File: config.mk
export PLATFORM = sky130hd
export DESIGN_NAME = branch_resolve_unit
export DESIGN_NICKNAME = d
export VERILOG_FILES = /design/src/rtl/bru_pkg.sv /design/src/rtl/bru_queue.sv /design/src/rtl/branch_resolve_unit.sv
export SDC_FILE = /design/constraint.sdc
export NUM_CORES = 1
export LEC_CHECK = 0
export CAP_MARGIN = 30
export CELL_PAD_IN_SITES_DETAIL_PLACEMENT = 0
export CELL_PAD_IN_SITES_GLOBAL_PLACEMENT = 1
export CORE_MARGIN = 3
export CORE_UTILIZATION = 42
export CTS_BUF_LIST = sky130_fd_sc_hd__clkbuf_8 sky130_fd_sc_hd__clkbuf_16
export CTS_CLUSTER_DIAMETER = 30
export CTS_CLUSTER_SIZE = 16
export DETAILED_ROUTE_END_ITERATION = 7
export PLACE_DENSITY = 0.93
export SLEW_MARGIN = 0
export SYNTH_ARGS = -nofsm -noshare
export SYNTH_HDL_FRONTEND = slang
export SYNTH_SLANG_ARGS = --single-unit
File: constraint.sdc
create_clock -name clk -period 7 [get_ports clk]
set_clock_uncertainty 0.05 [all_clocks]
set_input_delay 1.4 -clock clk [delete_from_list [all_inputs] [get_ports clk]]
set_output_delay 1.4 -clock clk [all_outputs]
set_load 0.01 [all_outputs]
File: src/rtl/bru_pkg.sv
// Shared types and default constants for the branch resolve unit and its queue.
package bru_pkg;

  localparam int BRU_DEPTH_DEF = 4;
  localparam int BRU_IDX_W_DEF = 6;
  localparam int BRU_PC_W_DEF  = 32;
  // Upper bound on the predictor index width; unused high bits stay zero.
  localparam int BRU_IDX_W_MAX = 32;

  typedef struct packed {
    logic [BRU_IDX_W_MAX-1:0] idx;
    logic                     taken;
  } bru_entry_t;

  typedef enum logic {
    BRU_NORMAL,
    BRU_FLUSH
  } bru_state_e;

endpackage

File: src/rtl/bru_queue.sv
// In-order circular buffer of issued predictions with push, pop and clear.
module bru_queue
  import bru_pkg::*;
#(
  parameter int DEPTH = BRU_DEPTH_DEF,
  localparam int PTR_W = $clog2(DEPTH),
  localparam int CNT_W = $clog2(DEPTH + 1)
) (
  input  logic             clk,
  input  logic             rst_n,
  input  logic             push,
  input  bru_entry_t       push_entry,
  input  logic             pop,
  input  logic             clear,
  output bru_entry_t       head,
  output logic [CNT_W-1:0] count,
  output logic             full,
  output logic             empty
);

  bru_entry_t       mem [DEPTH];
  logic [PTR_W-1:0] wptr_reg;
  logic [PTR_W-1:0] rptr_reg;
  logic [CNT_W-1:0] count_reg;
  logic             push_ok;
  logic             pop_ok;

  assign full    = (count_reg == CNT_W'(DEPTH));
  assign empty   = (count_reg == '0);
  assign count   = count_reg;
  assign head    = mem[rptr_reg];
  assign push_ok = push && !full;
  assign pop_ok  = pop && !empty;

  always_ff @(posedge clk) begin
    if (push_ok) mem[wptr_reg] <= push_entry;
  end

  always_ff @(posedge clk or negedge rst_n) begin
    if (!rst_n) begin
      wptr_reg  <= '0;
      rptr_reg  <= '0;
      count_reg <= '0;
    end else begin
      if (push_ok) wptr_reg <= wptr_reg + PTR_W'(1);
      if (clear) begin
        // Everything still queued is discarded, including a same-cycle push.
        rptr_reg  <= push_ok ? wptr_reg + PTR_W'(1) : wptr_reg;
        count_reg <= '0;
      end else begin
        if (pop_ok) rptr_reg <= rptr_reg + PTR_W'(1);
        unique case ({push_ok, pop_ok})
          2'b10:   count_reg <= count_reg + CNT_W'(1);
          2'b01:   count_reg <= count_reg - CNT_W'(1);
          default: count_reg <= count_reg;
        endcase
      end
    end
  end

endmodule

File: src/rtl/branch_resolve_unit.sv
// Matches fetch-time predictions against execute outcomes, drives predictor updates
// and one-cycle mispredict flushes. Define BRU_STATS_EN to add resolve/mispredict counters.
module branch_resolve_unit
  import bru_pkg::*;
#(
  parameter int DEPTH = BRU_DEPTH_DEF,
  parameter int IDX_W = BRU_IDX_W_DEF,
  parameter int PC_W  = BRU_PC_W_DEF
) (
  input  logic             clk,
  input  logic             rst_n,
  input  logic             pred_valid,
  input  logic [IDX_W-1:0] pred_idx,
  input  logic             pred_taken,
  output logic             pred_ready,
  input  logic             res_valid,
  input  logic             res_taken,
  input  logic [PC_W-1:0]  res_pc_next,
  output logic             upd_en,
  output logic [IDX_W-1:0] upd_idx,
  output logic             upd_taken,
  output logic             flush,
  output logic [PC_W-1:0]  redirect_pc
`ifdef BRU_STATS_EN
  ,
  output logic [31:0]      stat_branches,
  output logic [31:0]      stat_mispred
`endif
);

  localparam int CNT_W = $clog2(DEPTH + 1);

  bru_entry_t       head;
  bru_entry_t       push_entry;
  logic [CNT_W-1:0] count;
  logic             full;
  logic             empty;
  logic             resolve;
  logic             mispredict;
  logic             push;
  logic             unused_q;
  bru_state_e       state_reg;
  bru_state_e       state_next;

  assign pred_ready = (count != CNT_W'(DEPTH));
  assign resolve    = res_valid && !empty;
  assign mispredict = resolve && (res_taken != head.taken);
  // Fetch is on the wrong path during a flush or when this cycle mispredicts.
  assign push       = pred_valid && pred_ready && !flush && !mispredict;
  assign unused_q   = ^{full, head.idx};

  always_comb begin
    push_entry              = '0;
    push_entry.idx[IDX_W-1:0] = pred_idx;
    push_entry.taken        = pred_taken;
  end

  bru_queue #(.DEPTH(DEPTH)) u_queue (
    .clk        (clk),
    .rst_n      (rst_n),
    .push       (push),
    .push_entry (push_entry),
    .pop        (resolve),
    .clear      (mispredict),
    .head       (head),
    .count      (count),
    .full       (full),
    .empty      (empty)
  );

  always_ff @(posedge clk or negedge rst_n) begin
    if (!rst_n) state_reg <= BRU_NORMAL;
    else        state_reg <= state_next;
  end

  always_comb begin
    state_next = BRU_NORMAL;
    flush      = (state_reg == BRU_FLUSH);
    if (mispredict) state_next = BRU_FLUSH;
  end

  always_ff @(posedge clk or negedge rst_n) begin
    if (!rst_n) begin
      upd_en      <= 1'b0;
      upd_idx     <= '0;
      upd_taken   <= 1'b0;
      redirect_pc <= '0;
    end else begin
      upd_en <= resolve;
      if (resolve) begin
        upd_idx   <= head.idx[IDX_W-1:0];
        upd_taken <= res_taken;
      end
      if (mispredict) redirect_pc <= res_pc_next;
    end
  end

`ifdef BRU_STATS_EN
  always_ff @(posedge clk or negedge rst_n) begin
    if (!rst_n) begin
      stat_branches <= '0;
      stat_mispred  <= '0;
    end else begin
      if (resolve)    stat_branches <= stat_branches + 32'd1;
      if (mispredict) stat_mispred  <= stat_mispred + 32'd1;
    end
  end
`endif

endmodule

==> results by group <==
Timing
  – Post-Route Hold Slack: about 0.44 ns
  – Number of setup violations in the final report: 0
  – Worst Tran Pin Value: around 0.52 ns
  – Worst rel slew slack: 0.654
  – Final hold vios: 0
  – Min Tclk post-route: ~3.5 ns
  – Number of pins with negative max-slew slack in the final report: 0
  – Period utilisation layout: 0.493
  – Sum of negative setup slack: 0 ns
  – F_max: 0.290 GHz
  – Unrepaired setup endpoints after global routing: false

Placed design
  – Number of port buffers: 85
  – Number of cells in the design after placement: 377
  – Final HPWL from detailed placement: 4680 um
  – Post-placement cell area: between 4000 and 5000 um2
  – Global placer's final weighted congestion: about 0.8

Layout
  – Fillers: 551
  – Final core occ: 0.602
  – Area of the multi-input gates: roughly 1100 um2
  – Layout cells sized above 1: 0.201
  – Post-route cell area: around 4400 um2
  – Antenna diode count: 0
  – Final Instance Count excl. Fillers: around 390
  – Top reg by flops: redirect_pc
  – Number of nets at the end of the flow: about 340
  – Combined flip-flop and latch cell area: just over 2000 um2
  – Registers with the most flip-flops: redirect_pc: 32 flops, u_queue.mem: 28 flops, upd_idx: 6 flops
  – Area added between synthesis and finish: 37.3%
  – Flip-flop count of the largest register, all copies and words added: 32

Synth
  – Number of synthesized flops with an enable pin: 28
  – Sequential cell area fraction in the yosys report: 0.632
  – Post-Synthesis Mean Instance Area: ~16 um2
  – Warnings from Yosys: 0
  – Share of flip-flops with an asynchronous set or reset: 0.632
  – Post-synthesis cell type count: 32
  – Area of the mapped netlist: 3230 um2
  – Net count after synthesis: between 200 and 250
  – Dominant register cell in the synthesized netlist: sky130_fd_sc_hd__dfrtp_1
  – Number of cells produced by synthesis: approximately 200
  – Number of register bits inferred by synthesis: 76

Route
  – Number of iterations in the first detailed-routing pass: 4
  – Via count: between 1500 and 2000
  – Iter 0 DRT Violations: 93
  – Met2 Routed Length: ~3300 um
  – Drt drc: 0
  – Per-cell via count in the routed design: ~4.9
  – Final Routed Wirelength: between 6000 and 7000 um
  – Average routed wire per standard cell: between 15 and 20 um
  – Met3 wire length: about 190 um
  – Highest metal layer used by the detailed router: met4
  – Number of nets still failing antenna checks after routing: 0
  – Detailed-route wire length on metal 1: between 2000 and 3000 um

Global route
  – All-layer global routing usage: 0.152
  – Global-route wire length before repair: just over 10000 um
  – Via count of the first global-routing pass: between 1500 and 2000
  – Initial antenna violation count: 0
  – Pin count of the biggest net entering global routing: 32
  – Total congestion overflow: 0

Clock network
  – Root cell of the clock tree: sky130_fd_sc_hd__clkbuf_8
  – Clock H-tree levels: 3
  – CTS tree: built
  – Cts bufs inserted: 9
  – CTS hold repair buffers: 0
  – Sinks on Clock Net: 76
  – Buffers inserted during post-CTS setup optimization: 0
  – Post_cts resized: 0
  – Bufs on Longest Clock Path: 2
  – Clock transition at the registers of the reported paths: roughly 0.080 ns
  – Clock insertion delay at the later pin of the skew report: 0.34 ns

Critical path
  – RR Startpoint: u_queue.rptr_reg[1]
  – R2r endpoint: redirect_pc[16]
  – Worst endpoint required time: 7.17 ns
  – Worst path arrival time: approximately 3.6 ns
  – Max stage delay on crit path: 0.49 ns
  – Worst path top cell family by delay: buffers and inverters
  – Worst Setup End Kind: flop
  – Crit. Startpoint: res_valid
  – Worst Path Max Fanout: 22
  – R2R setup slack: between 4 and 5 ns
  – R2R depth: 5
  – Nature of the critical path startpoint: input port
  – Cell breakdown of the critical path: clkdlybuf4s50_1 > o31ai_2 > buf_4 > inv_1 > nand3_2 > buf_12 > mux2_4
  – Worst path bufs/invs: 4
  – Max stage delay cell, worst path: sky130_fd_sc_hd__clkdlybuf4s50_1
  – Setup CP Type: input port to flop

Power
  – LEAKAGE: roughly 0.0019 uW
  – Power density of the placed cells: between 400 and 500 nW/um2
  – Worst voltage drop across the vdd grid: roughly 210 uV

Floorplan
  – Core area: around 7400 um2
  – Die Ht: roughly 94 um
  – I/O pin count: 86
  – Floorplan die area: between 8000 and 9000 um2
  – Die width: around 94 um
  – Standard-cell rows: 31
  – Starting utilization of the core area: 0.438

Hold path
  – Path class of the lowest-slack min-delay path: flop to flop
  – Min-Delay Startpoint: upd_idx[0]
  – Worst-case hold path end point: upd_idx[0]
  – Worst hold path stage count: 2

Run status
  – Status: complete, no violations

Job
  – Max_cap viols: 0
cells in the mapped netlist, drive strengths merged, types with 2 or more instances:
cell type / number / area, um2
mux4: 6 / 158
xnor2: 2 / 17.5
mux2: 35 / 503
nand2: 27 / 101
ha: 4 / 50.1
edfxtp: 28 / 841
dfrtp: 48 / 1200
inv: 4 / 15.0
nor2b: 3 / 18.8
buf: 5 / 50.0
and2: 6 / 37.5
o21ai: 2 / 10.0
a31oi: 3 / 18.8
clkbuf: 3 / 11.3
mux2i: 5 / 50.1
o311ai: 3 / 26.3
cells by family after synthesis:
kind of cell,after synthesis,synth area share
AOI/OAI and AO/OA,15,0.0341
xor gates and xnor gates,2,0.00542
adders and majority gates,5,0.0217
buffers and inverters,12,0.0236
DFF,76,0.632
muxes,46,0.220
and+or+nand+nor,42,0.0631
placed cells by master (no fill, tap or decap), types with 2 or more instances in the layout:
cell	instances
sky130_fd_sc_hd__clkdlybuf4s50_1	84
sky130_fd_sc_hd__dfrtp_1	48
sky130_fd_sc_hd__mux2_4	29
sky130_fd_sc_hd__edfxtp_1	28
sky130_fd_sc_hd__nand2_1	27
sky130_fd_sc_hd__clkbuf_8	11
sky130_fd_sc_hd__and2_1	6
sky130_fd_sc_hd__mux2_2	6
sky130_fd_sc_hd__mux4_1	6
sky130_fd_sc_hd__inv_1	5
sky130_fd_sc_hd__mux2i_1	5
sky130_fd_sc_hd__ha_1	4
sky130_fd_sc_hd__nor2b_1	3
sky130_fd_sc_hd__a31oi_1	3
sky130_fd_sc_hd__o311ai_0	3
sky130_fd_sc_hd__xnor2_1	2
sky130_fd_sc_hd__o21ai_0	2
sky130_fd_sc_hd__bufinv_16	2
sky130_fd_sc_hd__buf_12	2
where the power goes:
part           internal [uW]  switching, uW
sequential               633            115
combinational            502            316
clock                    240            151
through the flow:
step | setup slack [ns] | power, uW
6_report | 3.55 | 1960
5_1_grt | 3.41 | 2070
4_1_cts | 3.56 | 1980
3_5_place_dp | 3.19 | 1580
3_3_place_gp | 2.82 | 1560
2_1_floorplan | 3.78 | 1210
worst reg2reg max path, stage by stage (launching register included):
cell and delay, ns:
sky130_fd_sc_hd__dfrtp_1 0.60, sky130_fd_sc_hd__mux2i_1 0.39, sky130_fd_sc_hd__mux2i_1 0.43, sky130_fd_sc_hd__nand3_2 0.48
sky130_fd_sc_hd__buf_12 0.35, sky130_fd_sc_hd__mux2_4 0.33
how the worst max path moves through the flow:
| stage | to | depth (start not counted) |
|---|---|---|
| 2_1_floorplan | u_queue.count[2] | 8 |
| 3_5_place_dp | redirect_pc[8] | 7 |
| 5_1_grt | redirect_pc[10] | 7 |
| 3_3_place_gp | redirect_pc[4] | 6 |
| 4_1_cts | redirect_pc[8] | 7 |
| 6_report | redirect_pc[16] | 7 |
per-layer routing:
| layer | up-vias | global-route usage |
|---|---|---|
| met4 | 0 | 0.0722 |
| met5 | - | 0 |
| met2 | 41 | 0.247 |
| li1 | 901 | - |
| met3 | 10 | 0.0232 |
| met1 | 959 | 0.201 |
layout make-up:
type,instances,area share
tap,99,0.0279
clock buffer,12,0.0398
timing repair buffer,88,0.201
sequential,76,0.460
inverter,4,0.00338
clock inverter,4,0.0155
multi-input combinational,110,0.252
(Power assumes the default switching activity.)
